## src/rtl/mem_port_arbiter.sv

```systemverilog
// mem_port_arbiter
//   Shares one single-port, fixed-latency memory between the core's
//   instruction-fetch port and its data port. One access is in flight at a
//   time: a one-cycle command is issued, read data is captured MEM_LAT edges
//   after the command edge, and the owning port receives a one-cycle ready
//   pulse. stall tells the pipeline that a pending request is not completing.
//
// Ports
//   clk, rst_n                 clock (rising edge), async active-low reset
//   cs_i_n, i_addr             fetch request (active low) and address
//   i_data, i_ready            fetched word (held) and completion pulse
//   cs_d_n, rd, wr             data port select (active low), read, write
//   d_addr, d_wdata            data address and store data
//   d_data, d_ready            load data (held) and completion pulse
//   stall                      some pending request is not completing now
//   m_cs_n, m_we               memory select (active low), write enable
//   m_addr, m_wdata, m_rdata   memory address, write data, read data
module mem_port_arbiter #(
  parameter int ADDR_W      = 32,
  parameter int DATA_W      = 32,
  parameter int MEM_LAT     = 2,
  parameter int MAX_D_BURST = 4
) (
  input  logic              clk,
  input  logic              rst_n,
  input  logic              cs_i_n,
  input  logic [ADDR_W-1:0] i_addr,
  output logic [DATA_W-1:0] i_data,
  output logic              i_ready,
  input  logic              cs_d_n,
  input  logic              rd,
  input  logic              wr,
  input  logic [ADDR_W-1:0] d_addr,
  input  logic [DATA_W-1:0] d_wdata,
  output logic [DATA_W-1:0] d_data,
  output logic              d_ready,
  output logic              stall,
  output logic              m_cs_n,
  output logic              m_we,
  output logic [ADDR_W-1:0] m_addr,
  output logic [DATA_W-1:0] m_wdata,
  input  logic [DATA_W-1:0] m_rdata
);

  // Counter holds at most MEM_LAT-1; streak counts up to MAX_D_BURST.
  localparam int CNT_W    = (MEM_LAT > 1) ? $clog2(MEM_LAT) : 1;
  localparam int STREAK_W = $clog2(MAX_D_BURST + 1);

  typedef enum logic [1:0] {
    IDLE = 2'd0,
    CMD  = 2'd1,
    WAIT = 2'd2,
    RESP = 2'd3
  } state_t;

  state_t              state_reg;
  logic [CNT_W-1:0]    cnt_reg;
  logic [STREAK_W-1:0] streak_reg;
  logic                grant_i_reg;   // 1: access in flight belongs to fetch port
  logic                is_write_reg;

  logic i_req;
  logic d_req;
  logic fetch_starved;

  assign i_req = ~cs_i_n;
  // Data port selected with neither rd nor wr is not a request.
  assign d_req = ~cs_d_n & (rd | wr);
  // Fetch takes priority only once data has won MAX_D_BURST grants in a row.
  assign fetch_starved = i_req && (streak_reg == STREAK_W'(MAX_D_BURST));

  // Gated by rst_n so the pipeline is not frozen while reset is asserted.
  assign stall = rst_n & ((i_req & ~i_ready) | (d_req & ~d_ready));

  always_ff @(posedge clk or negedge rst_n) begin
    if (!rst_n) begin
      state_reg    <= IDLE;
      cnt_reg      <= '0;
      streak_reg   <= '0;
      grant_i_reg  <= 1'b0;
      is_write_reg <= 1'b0;
      i_data       <= '0;
      d_data       <= '0;
      i_ready      <= 1'b0;
      d_ready      <= 1'b0;
      m_cs_n       <= 1'b1;
      m_we         <= 1'b0;
      m_addr       <= '0;
      m_wdata      <= '0;
    end else begin
      // Ready outputs are single-cycle pulses unless set below.
      i_ready <= 1'b0;
      d_ready <= 1'b0;
      case (state_reg)
        IDLE: begin
          if (d_req && !fetch_starved) begin
            grant_i_reg  <= 1'b0;
            is_write_reg <= wr;          // rd&wr together is treated as a write
            m_cs_n       <= 1'b0;
            m_we         <= wr;
            m_addr       <= d_addr;
            m_wdata      <= d_wdata;
            cnt_reg      <= CNT_W'(MEM_LAT - 1);
            state_reg    <= CMD;
            // Count only grants that made a waiting fetch wait longer.
            // fetch_starved is false here, so the increment cannot overflow.
            streak_reg   <= i_req ? streak_reg + STREAK_W'(1) : '0;
          end else if (i_req) begin
            grant_i_reg  <= 1'b1;
            is_write_reg <= 1'b0;
            m_cs_n       <= 1'b0;
            m_we         <= 1'b0;
            m_addr       <= i_addr;
            cnt_reg      <= CNT_W'(MEM_LAT - 1);
            state_reg    <= CMD;
            streak_reg   <= '0;
          end else begin
            streak_reg   <= '0;
          end
        end
        CMD, WAIT: begin
          // Command lasts exactly one cycle; address/wdata simply hold.
          m_cs_n <= 1'b1;
          m_we   <= 1'b0;
          if (cnt_reg == '0) begin
            if (grant_i_reg) begin
              i_data <= m_rdata;
            end else if (!is_write_reg) begin
              d_data <= m_rdata;
            end
            i_ready   <= grant_i_reg;
            d_ready   <= ~grant_i_reg;
            state_reg <= RESP;
          end else begin
            cnt_reg   <= cnt_reg - CNT_W'(1);
            state_reg <= WAIT;
          end
        end
        RESP: begin
          // Requests are not looked at here; next sample is in IDLE.
          state_reg <= IDLE;
        end
        default: state_reg <= IDLE;
      endcase
    end
  end

endmodule
```

## config.mk

```make
export PLATFORM = sky130hd
export DESIGN_NAME = mem_port_arbiter
export DESIGN_NICKNAME = d
export VERILOG_FILES = /design/src/rtl/mem_port_arbiter.sv
export SDC_FILE = /design/constraint.sdc
export NUM_CORES = 1
export LEC_CHECK = 0
export ABC_AREA = 0
export CAP_MARGIN = 20
export CORE_MARGIN = 1.5
export CORE_UTILIZATION = 43
export DETAILED_ROUTE_END_ITERATION = 8
export PLACE_DENSITY = 0.81
export SYNTH_ARGS = -nofsm -noshare
export SYNTH_HDL_FRONTEND = slang
export SYNTH_SLANG_ARGS = --single-unit
```

## constraint.sdc

```tcl
create_clock -name clk -period 2 [get_ports clk]
set_clock_uncertainty 0.05 [all_clocks]
set_input_delay 0.4 -clock clk [delete_from_list [all_inputs] [get_ports clk]]
set_output_delay 0.4 -clock clk [all_outputs]
set_load 0.01 [all_outputs]
```

==> results of run 1 <==
-- layer usage --
metal	share of wire	routed length (um)	up-vias	GRT usage
met3	0.087	1470	20	0.0720
met2	0.52	8790	215	0.392
li1	-	-	2219	-
met1	0.38	6360	2374	0.246
met5	0	0	-	0
met4	0.014	228	0	0.0805
-- cells in the mapped netlist --
master / count
o221ai_1: 1
nand4_1: 2
clkbuf_1: 12
o21ai_0: 32
buf_2: 22
a211oi_1: 32
o21bai_2: 1
a21boi_2: 1
inv_1: 7
o31ai_1: 1
buf_4: 1
a21oi_1: 1
o21a_1: 1
or2_2: 1
nand3b_4: 1
dfrtp_1: 139
ha_1: 4
a31oi_1: 32
dfstp_2: 1
and2_1: 1
buf_12: 3
o21ba_2: 1
o22ai_1: 1
mux2_2: 39
mux2_4: 59
buf_6: 5
and3b_1: 1
nand2_1: 2
nor3b_4: 1
a2bb2oi_1: 1
nor2b_1: 2
nand3_1: 34
o21ai_1: 2
o2bb2ai_1: 1
nand3b_1: 3
o41ai_1: 1
o32ai_1: 2
and2_4: 1
nand2b_1: 1
nor3_1: 1
nand3_4: 1
-- power by group through the flow --
stage | sequential (mW) | combinational (mW) | clock [mW]
after floorplan | 5.64 | 3.25 | 0
after global placement | 5.03 | 7.39 | 0
after detailed placement | 5.12 | 7.55 | 0
after CTS | 5.10 | 7.60 | 3.25
after global routing | 5.24 | 8.02 | 3.40
final | 5.09 | 7.51 | 3.19
-- logic make-up after synthesis --
family,share of synthesized area
buffers and inverters,0.0490
adder cells (fa/ha/maj),0.00803
AO/OA/AOI/OAI,0.116
AND/OR/NAND/NOR,0.0518
flip-flops,0.563
multiplexers,0.213
-- worst min path at each step --
stage / startpoint / to / slack (ps) / cells past startpoint
CTS: rst_n / i_data[9]$_DFFE_PN0P_ / 100 / 2
floorplan: rst_n / cnt_reg$_DFFE_PN0P_ / 50 / 0
detailed placement: i_data[26]$_DFFE_PN0P_ / i_data[26]$_DFFE_PN0P_ / 440 / 1
global placement: i_data[0]$_DFFE_PN0P_ / i_data[0]$_DFFE_PN0P_ / 440 / 1
finish: rst_n / d_data[9]$_DFFE_PN0P_ / 40 / 2
global route: rst_n / i_data[16]$_DFFE_PN0P_ / 130 / 2
-- metrics by stage --
stage	setup WS, ps	utilization	instance area, um^2
finish	99.7	0.697	9760
global route	29.8	0.697	9760
CTS	11.8	0.697	9750
detailed placement	-406	0.654	9140
global placement	-422	0.654	9140
floorplan	178	-	6230
-- cell usage in the layout, fill, tap and decap left out, types with 2 or more instances in the layout --
cell,instances
clkinv_2,2
o21ai_1,2
inv_1,7
clkbuf_8,2
o21ai_0,32
nor2b_2,2
clkinvlp_4,3
nand3_1,34
a211oi_1,32
ha_1,4
bufinv_16,3
buf_4,21
dfrtp_1,139
dlygate4sd2_1,2
clkbuf_16,17
mux2_2,39
nand3b_1,3
clkinv_4,2
o32ai_1,2
clkdlybuf4s50_1,261
clkbuf_1,3
nand4_1,2
buf_12,7
mux2_4,59
a31oi_1,32
nand2_1,2
-- area by class of cell --
cell class	count	area [um^2]	share of cell area
clock buffers	22	464	0.0476
clock inverters	10	140	0.0144
inverters	7	26.3	0.00269
multi-input cells	265	2440	0.250
flip-flops and latches	140	3500	0.359
well taps	180	225	0.0231
repair buffers	294	2960	0.303
-- repair_timing --
item / 4_1_cts / 5_1_grt
setup endpoints to repair: 1 / 1
pin swaps: 3 / 0
gates resized for setup: 8 / 1
hold buffers: 0 / 0
gates cloned: 0 / 0
==> results.sh, run 1 <==
export IMPL_status="finished clean"
export IMPL_critPathSlowestCell="clkdlybuf4s50_1"
export IMPL_tightestPinTransition_ps=743
export IMPL_cap_violations=0
export IMPL_post_cts_buffers=0
export IMPL_cpLargestDelayFamily="buffers and inverters"
export IMPL_slew_viol_final=0
export IMPL_cts_clk_slew_worst_paths_ps=60
export IMPL_clock_latency_ps=410
export IMPL_syn_inst=455
export IMPL_grt_pass1_wl_um=25700
export IMPL_overflow=0
export IMPL_die_area_mm2=0.0152
export IMPL_timing_hold_ws_ps=39.7
export IMPL_track_usage=0.221
export IMPL_critical_path_class="input pin to output pin"
export IMPL_core_area_mm2=0.0140
export IMPL_required_ps=1550
export IMPL_cts_buffers=17
export IMPL_worst_path_largest_cell_delay_ps=420
export IMPL_wire_per_inst_um=18.4
export IMPL_drt_first_pass_iters=5
export IMPL_end_kind="output pin"
export IMPL_syn_num_nets=593
export IMPL_comb_power_share=0.476
export IMPL_grt_antenna_before_repair=0
export IMPL_grt_max_degree=141
export IMPL_drt_iter0_markers=238
export IMPL_grt_pass1_vias=5073
export IMPL_synth_top_area_frac=0.558
export IMPL_reg2reg_from="state_reg[0]$_DFFE_PN0P_"
export IMPL_avgSynthCellArea_um2=13.7
export IMPL_leakagePower_nw=4.12
export IMPL_setup_tns_ps=0
export IMPL_synth_top_cells_by_area="dfrtp_1 (56%), mux2_4 (14%), mux2_2 (7.0%), a211oi_1 (3.9%), a31oi_1 (3.2%)"
export IMPL_ir_drop_mv=0.927
export IMPL_cts_root_buf="clkbuf_16"
export IMPL_rsz0062_at_grt="no"
export IMPL_drc=0
export IMPL_finalCriticalPeriod_ps=1900
export IMPL_fmax_mhz=526
export IMPL_via_count=4828
export IMPL_via_per_inst=5.26
export IMPL_yosys_area_top_type="dfrtp_1"
export IMPL_hold_viol=0
export IMPL_min_path_type="input pin to asynchronous set/reset pin"
export IMPL_clock_sink_count=140
export IMPL_cp_start_kind="input pin"
export IMPL_drtAntennaViolNets=0
export IMPL_power_mw=15.8
export IMPL_clockBufferDepth=2
export IMPL_crit_chain="clkdlybuf4s50_1 > o21bai_4 > o22ai_2 > and2_1 > buf_2"
export IMPL_diodes=0
export IMPL_die_h_um=123
export IMPL_path_depth=5
export IMPL_cp_max_fo=2
export IMPL_setup_viol=0
export IMPL_htreeDepth=4
export IMPL_clockPowerShare=0.202
export IMPL_drive_gt1_frac=0.229
export IMPL_fin_crit_sh=0.950
export IMPL_worst_path_buf_inv=2
export IMPL_p_int_mw=11.0
export IMPL_layout_cells_non_filler=918
export IMPL_arrival_ps=1450
export IMPL_maxSlewHeadroom=0.504
export IMPL_num_fill_cells=1002
export IMPL_ys_types=41
export IMPL_reg2reg_depth=6
export IMPL_p_sw_frac=0.302
export IMPL_r2r_setup_slack_ps=190
export IMPL_finalWirelength_um=16900
export IMPL_pwr_share_seq=0.322
export IMPL_powerDensity_mw_per_mm2=1620
export IMPL_start_util=0.445
export IMPL_cp_endpoint="stall"
export IMPL_dieWidth_um=123
export IMPL_gp_congestion=0.767
export IMPL_crit_path_start="cs_d_n"
export IMPL_ys_seq_area_frac=0.563
export IMPL_cts_tree="yes"
export IMPL_rows=43
export IMPL_areaGrowthSynthToFinish_pct=56.6
export IMPL_dp_cells=886
export IMPL_worstReg2RegEnd="i_data[6]$_DFFE_PN0P_"
export IMPL_synth_seq_cells=140
export IMPL_yosys_warnings=0
export IMPL_port_buffers=266
export IMPL_boundaryPins=267
export IMPL_synth_area_mm2=0.00623
export IMPL_switchingPower_mw=4.77
export IMPL_fin_nets=863
export IMPL_hpwl_um=12000
No activity file was read; power rests on OpenSTA's default activity.
==> run 2, diff against run 1 <==
--- a/config.mk
+++ b/config.mk
@@ -7,10 +7,11 @@
 export LEC_CHECK = 0
 export ABC_AREA = 0
 export CAP_MARGIN = 20
-export CORE_MARGIN = 1.5
+export CORE_MARGIN = 2
 export CORE_UTILIZATION = 43
 export DETAILED_ROUTE_END_ITERATION = 8
 export PLACE_DENSITY = 0.81
 export SYNTH_ARGS = -nofsm -noshare
 export SYNTH_HDL_FRONTEND = slang
 export SYNTH_SLANG_ARGS = --single-unit
+export TNS_END_PERCENT = 5
==> run 2 against run 1 <==
Clock power is 5% higher. First-iteration DRC count grew 12%. Worst hold slack improved by 42 ps. Wire length up 1.6%. Setup slack got worse by 52 ps. Sequential share of layout area is 0.13 points lower. Sequential power about the same. Register-to-register slack worse by 20 ps. Critical endpoint unchanged.
==> results.sh, run 2 (synthesis results as in run 1) <==
export IMPL_status="finished clean"
export IMPL_port_buffers=266
export IMPL_grt_pass1_vias=5123
export IMPL_via_count=4846
export IMPL_hpwl_um=12100
export IMPL_clock_sink_count=140
export IMPL_setup_tns_ps=0
export IMPL_drt_first_pass_iters=4
export IMPL_rsz0062_at_grt="no"
export IMPL_drtAntennaViolNets=0
export IMPL_ir_drop_mv=0.784
export IMPL_cp_max_fo=2
export IMPL_clockPowerShare=0.210
export IMPL_fmax_mhz=512
export IMPL_reg2reg_depth=6
export IMPL_mostFrequentLayoutCell="clkdlybuf4s50_1"
export IMPL_finalCriticalPeriod_ps=1950
export IMPL_setup_viol=0
export IMPL_arrival_ps=1500
export IMPL_die_area_mm2=0.0155
export IMPL_grt_pass1_wl_um=27800
export IMPL_cts_hold_buf=0
export IMPL_leakagePower_nw=4.12
export IMPL_gp_congestion=0.813
export IMPL_die_h_um=124
export IMPL_cts_buffers=17
export IMPL_p_sw_frac=0.299
export IMPL_htreeDepth=4
export IMPL_finalWirelength_um=17100
export IMPL_cap_violations=0
export IMPL_start_util=0.444
export IMPL_comb_power_share=0.472
export IMPL_clock_latency_ps=400
export IMPL_final_util=0.697
export IMPL_grt_antenna_before_repair=0
export IMPL_cts_root_buf="clkbuf_16"
export IMPL_pwr_share_seq=0.319
export IMPL_grt_max_degree=141
export IMPL_timing_final_ws_setup_ps=47.9
export IMPL_diodes=0
export IMPL_rows=43
export IMPL_power_mw=16.0
export IMPL_drive_gt1_frac=0.226
export IMPL_core_area_mm2=0.0140
export IMPL_required_ps=1550
export IMPL_fin_crit_sh=0.976
export IMPL_dieWidth_um=124
export IMPL_overflow=0
export IMPL_clockBufferDepth=2
export IMPL_critical_path_class="input pin to output pin"
export IMPL_drt_iter0_markers=266
export IMPL_timing_hold_ws_ps=81.4
export IMPL_track_usage=0.225
export IMPL_boundaryPins=267
export IMPL_areaGrowthSynthToFinish_pct=57.2
export IMPL_fin_nets=860
export IMPL_powerDensity_mw_per_mm2=1630
export IMPL_wire_per_inst_um=18.7
export IMPL_hold_viol=0
export IMPL_end_kind="output pin"
export IMPL_cts_clk_slew_worst_paths_ps=60
export IMPL_tightestPinTransition_ps=719
export IMPL_drc=0
export IMPL_cts_tree="yes"
export IMPL_maxSlewHeadroom=0.521
export IMPL_min_path_type="input pin to asynchronous set/reset pin"
export IMPL_cp_start_kind="input pin"
export IMPL_layout_common_cells="clkdlybuf4s50_1 (262), dfrtp_1 (139), mux2_4 (59)"
export IMPL_p_int_mw=11.2
export IMPL_slew_viol_final=0
export IMPL_dp_slack_ps=-401
export IMPL_switchingPower_mw=4.78
export IMPL_via_per_inst=5.30
## run 2: cell count changes in the layout (fill, tap and decap cells not counted)
cell             delta
buf_2               -1
clkdlybuf4s50_1     +1
dlygate4sd2_1       -1
buf_12              +2
buf_4               -5
bufinv_16           +2
clkinv_4            -1
clkinv_2            +1
clkbuf_1            -1
clkbuf_8            -2
clkdlybuf4s15_2     +1
## run 2: layout make-up
| cell class | instances | area, um^2 |
|---|---|---|
| clock inverter | 12 | 196 |
| inverter | 7 | 26.3 |
| timing repair buffer | 291 | 2970 |
| multi-input combinational | 265 | 2440 |
| fill | 982 | 4250 |
| tap | 180 | 225 |
| clock buffer | 19 | 433 |
| sequential | 140 | 3500 |
## run 2: per-stage QoR
step	cells	instance area (um^2)
CTS	914	9790
floorplan	455	6230
global placement	883	9150
global route	914	9790
finish	914	9790
detailed placement	883	9150
## run 2: what timing repair did
action / in CTS / in global routing
buffers inserted: 0 / 0
pin swaps: 2 / 1
setup endpoints to repair: 1 / 2
resized for setup: 6 / 1
## run 2: power by group through the flow
| stage | logic, mW | clock network [mW] | registers, mW |
|---|---|---|---|
| floorplan | 3.25 | 0 | 5.64 |
| global placement | 7.41 | 0 | 5.04 |
| detailed placement | 7.56 | 0 | 5.12 |
| CTS | 7.62 | 3.42 | 5.10 |
| global route | 8.00 | 3.56 | 5.28 |
| finish | 7.54 | 3.36 | 5.10 |
## run 2: final timing paths
kind | from | end | slack [ps]
worst max-delay path | wr | stall | 50
worst max register to register | state_reg[0]$_DFFE_PN0P_ | i_data[9]$_DFFE_PN0P_ | 170
worst min register to register | grant_i_reg$_DFFE_PN0P_ | d_ready$_DFF_PN0_ | 450
max in group asynchronous | rst_n | m_wdata[18]$_DFFE_PN0P_ | 1340
worst min-delay path | rst_n | i_data[17]$_DFFE_PN0P_ | 80
min in group clk | grant_i_reg$_DFFE_PN0P_ | d_ready$_DFF_PN0_ | 450
## run 2: critical path, stage by stage
cell and delay [ps]:
clkdlybuf4s50_1 460, o21bai_4 160, o22ai_2 90, and2_1 160, clkdlybuf4s15_2 230
## run 2: layer usage
layer	track usage	vias to the layer above	part of all wire
li1	-	2213	-
met1	0.277	2374	0.42
met2	0.379	233	0.50
met3	0.0640	26	0.067
met4	0.0793	0	0.021
met5	0	-	0
==> run 3, diff against run 2 <==
--- a/config.mk
+++ b/config.mk
@@ -7,8 +7,10 @@
 export LEC_CHECK = 0
 export ABC_AREA = 0
 export CAP_MARGIN = 20
+export CORE_ASPECT_RATIO = 0.5
 export CORE_MARGIN = 2
 export CORE_UTILIZATION = 43
+export CTS_CLUSTER_DIAMETER = 200
 export DETAILED_ROUTE_END_ITERATION = 8
 export PLACE_DENSITY = 0.81
 export SYNTH_ARGS = -nofsm -noshare
==> run 3 against run 2 <==
Global-route usage grew 0.073 points. Sequential power about the same. Final area decreased by 0.17%. Setup slack worse by 14 ps. Wire length increased by 3.6%. Combinational power barely moved. Critical endpoint is now m_cs_n.
==> results.sh, run 3 (synthesis results as in run 1) <==
export IMPL_hpwl_um=12300
export IMPL_fmax_mhz=509
export IMPL_cts_tree="yes"
export IMPL_overflow=0
export IMPL_mostFrequentLayoutCell="clkdlybuf4s50_1"
export IMPL_core_area_mm2=0.0143
export IMPL_arrival_ps=1520
export IMPL_drt_first_pass_iters=4
export IMPL_maxSlewHeadroom=0.390
export IMPL_finalWirelength_um=17700
export IMPL_start_util=0.435
export IMPL_cpLargestDelayFamily="buffers and inverters"
export IMPL_cts_clk_slew_worst_paths_ps=60
export IMPL_cp_start_kind="register"
export IMPL_rsz0062_at_grt="no"
export IMPL_track_usage=0.226
export IMPL_cts_root_buf="clkbuf_16"
export IMPL_drt_iter0_markers=282
export IMPL_drc=0
export IMPL_finalCriticalPeriod_ps=1970
export IMPL_cap_violations=0
export IMPL_grt_pass1_wl_um=27200
export IMPL_fin_crit_sh=0.983
export IMPL_fin_nets=864
export IMPL_slew_viol_final=0
export IMPL_ir_drop_mv=0.918
export IMPL_port_buffers=266
export IMPL_post_cts_buffers=0
export IMPL_die_h_um=89.1
export IMPL_hold_viol=0
export IMPL_drtAntennaViolNets=0
export IMPL_crit_chain="clkdlybuf4s50_1"
export IMPL_dp_cells=905
export IMPL_via_per_inst=5.26
export IMPL_required_ps=1550
export IMPL_min_path_type="input pin to asynchronous set/reset pin"
export IMPL_drive_gt1_frac=0.232
export IMPL_tightestPinTransition_ps=915
export IMPL_cp_max_fo=3
export IMPL_end_kind="output pin"
export IMPL_die_area_mm2=0.0155
export IMPL_htreeDepth=4
export IMPL_clock_latency_ps=410
export IMPL_power_mw=15.6
export IMPL_gp_congestion=0.800
export IMPL_powerDensity_mw_per_mm2=1600
export IMPL_status="finished clean"
export IMPL_leakagePower_nw=4.11
export IMPL_rows=31
export IMPL_areaGrowthSynthToFinish_pct=56.9
export IMPL_worst_path_largest_cell_delay_ps=570
export IMPL_grt_pass1_vias=5100
export IMPL_cts_buffers=17
export IMPL_grt_antenna_before_repair=0
export IMPL_diodes=0
export IMPL_critical_path_class="register to output pin"
export IMPL_clockBufferDepth=2
export IMPL_critPathSlowestCell="clkdlybuf4s50_1"
export IMPL_layout_common_cells="clkdlybuf4s50_1 (264), dfrtp_1 (139), mux2_4 (59)"
export IMPL_dieWidth_um=174
export IMPL_wire_per_inst_um=18.9
export IMPL_setup_viol=0
export IMPL_boundaryPins=267
export IMPL_clock_sink_count=140
export IMPL_worst_path_buf_inv=1
export IMPL_via_count=4928
export IMPL_grt_max_degree=72
export IMPL_layout_cells_non_filler=936
run 3: metal layers:
metal  wire [um]  global-route usage
met1        7130               0.271
met4         626               0.117
met3         813              0.0417
met5           0                   0
met2        9170               0.400
run 3: final timing paths:
kind | start | endpoint | cells past startpoint | slack (ps)
setup / recovery | m_cs_n$_DFFE_PN1P_ | m_cs_n | 1 | 30
hold / removal | rst_n | d_data[8]$_DFFE_PN0P_ | 2 | 150
setup reg to reg | state_reg[0]$_DFFE_PN0P_ | d_data[0]$_DFFE_PN0P_ | 6 | 120
hold reg to reg | i_data[12]$_DFFE_PN0P_ | i_data[12]$_DFFE_PN0P_ | 1 | 450
max in group asynchronous | rst_n | m_wdata[28]$_DFFE_PN0P_ | 2 | 1140
min in group clk | i_data[12]$_DFFE_PN0P_ | i_data[12]$_DFFE_PN0P_ | 1 | 450
run 3: stage by stage:
step | util | hold slack [ps] | instance area, um^2 | setup TNS, ps | setup slack [ps]
after floorplan | - | 54.4 | 6230 | 0 | 178
after global placement | 0.644 | 434 | 9220 | -1840 | -303
after detailed placement | 0.644 | 442 | 9220 | -2810 | -304
after CTS | 0.683 | 170 | 9780 | 0 | 24.4
after global routing | 0.683 | 216 | 9770 | 0 | 3.68
final | 0.683 | 153 | 9770 | 0 | 34.2
run 3: cell type report:
type	instances	area, um^2
Multi-Input combinational cell	265	2420
Fill cell	993	4540
Tap cell	198	248
Inverter	7	26.3
Timing Repair Buffer	295	3010
Clock inverter	13	118
Clock buffer	18	439
Sequential cell	140	3500
run 3: timing repair:
item	4_1_cts	5_1_grt
hold buffers	0	0
resized for setup	3	1
endpoints found under the setup margin	1	1
run 3: power by group:
group / total (mW) / switching (mW) / internal, mW
Combinational: 7.56 / 2.82 / 4.74
Sequential: 5.10 / 0.833 / 4.27
Clock: 2.98 / 1.24 / 1.74
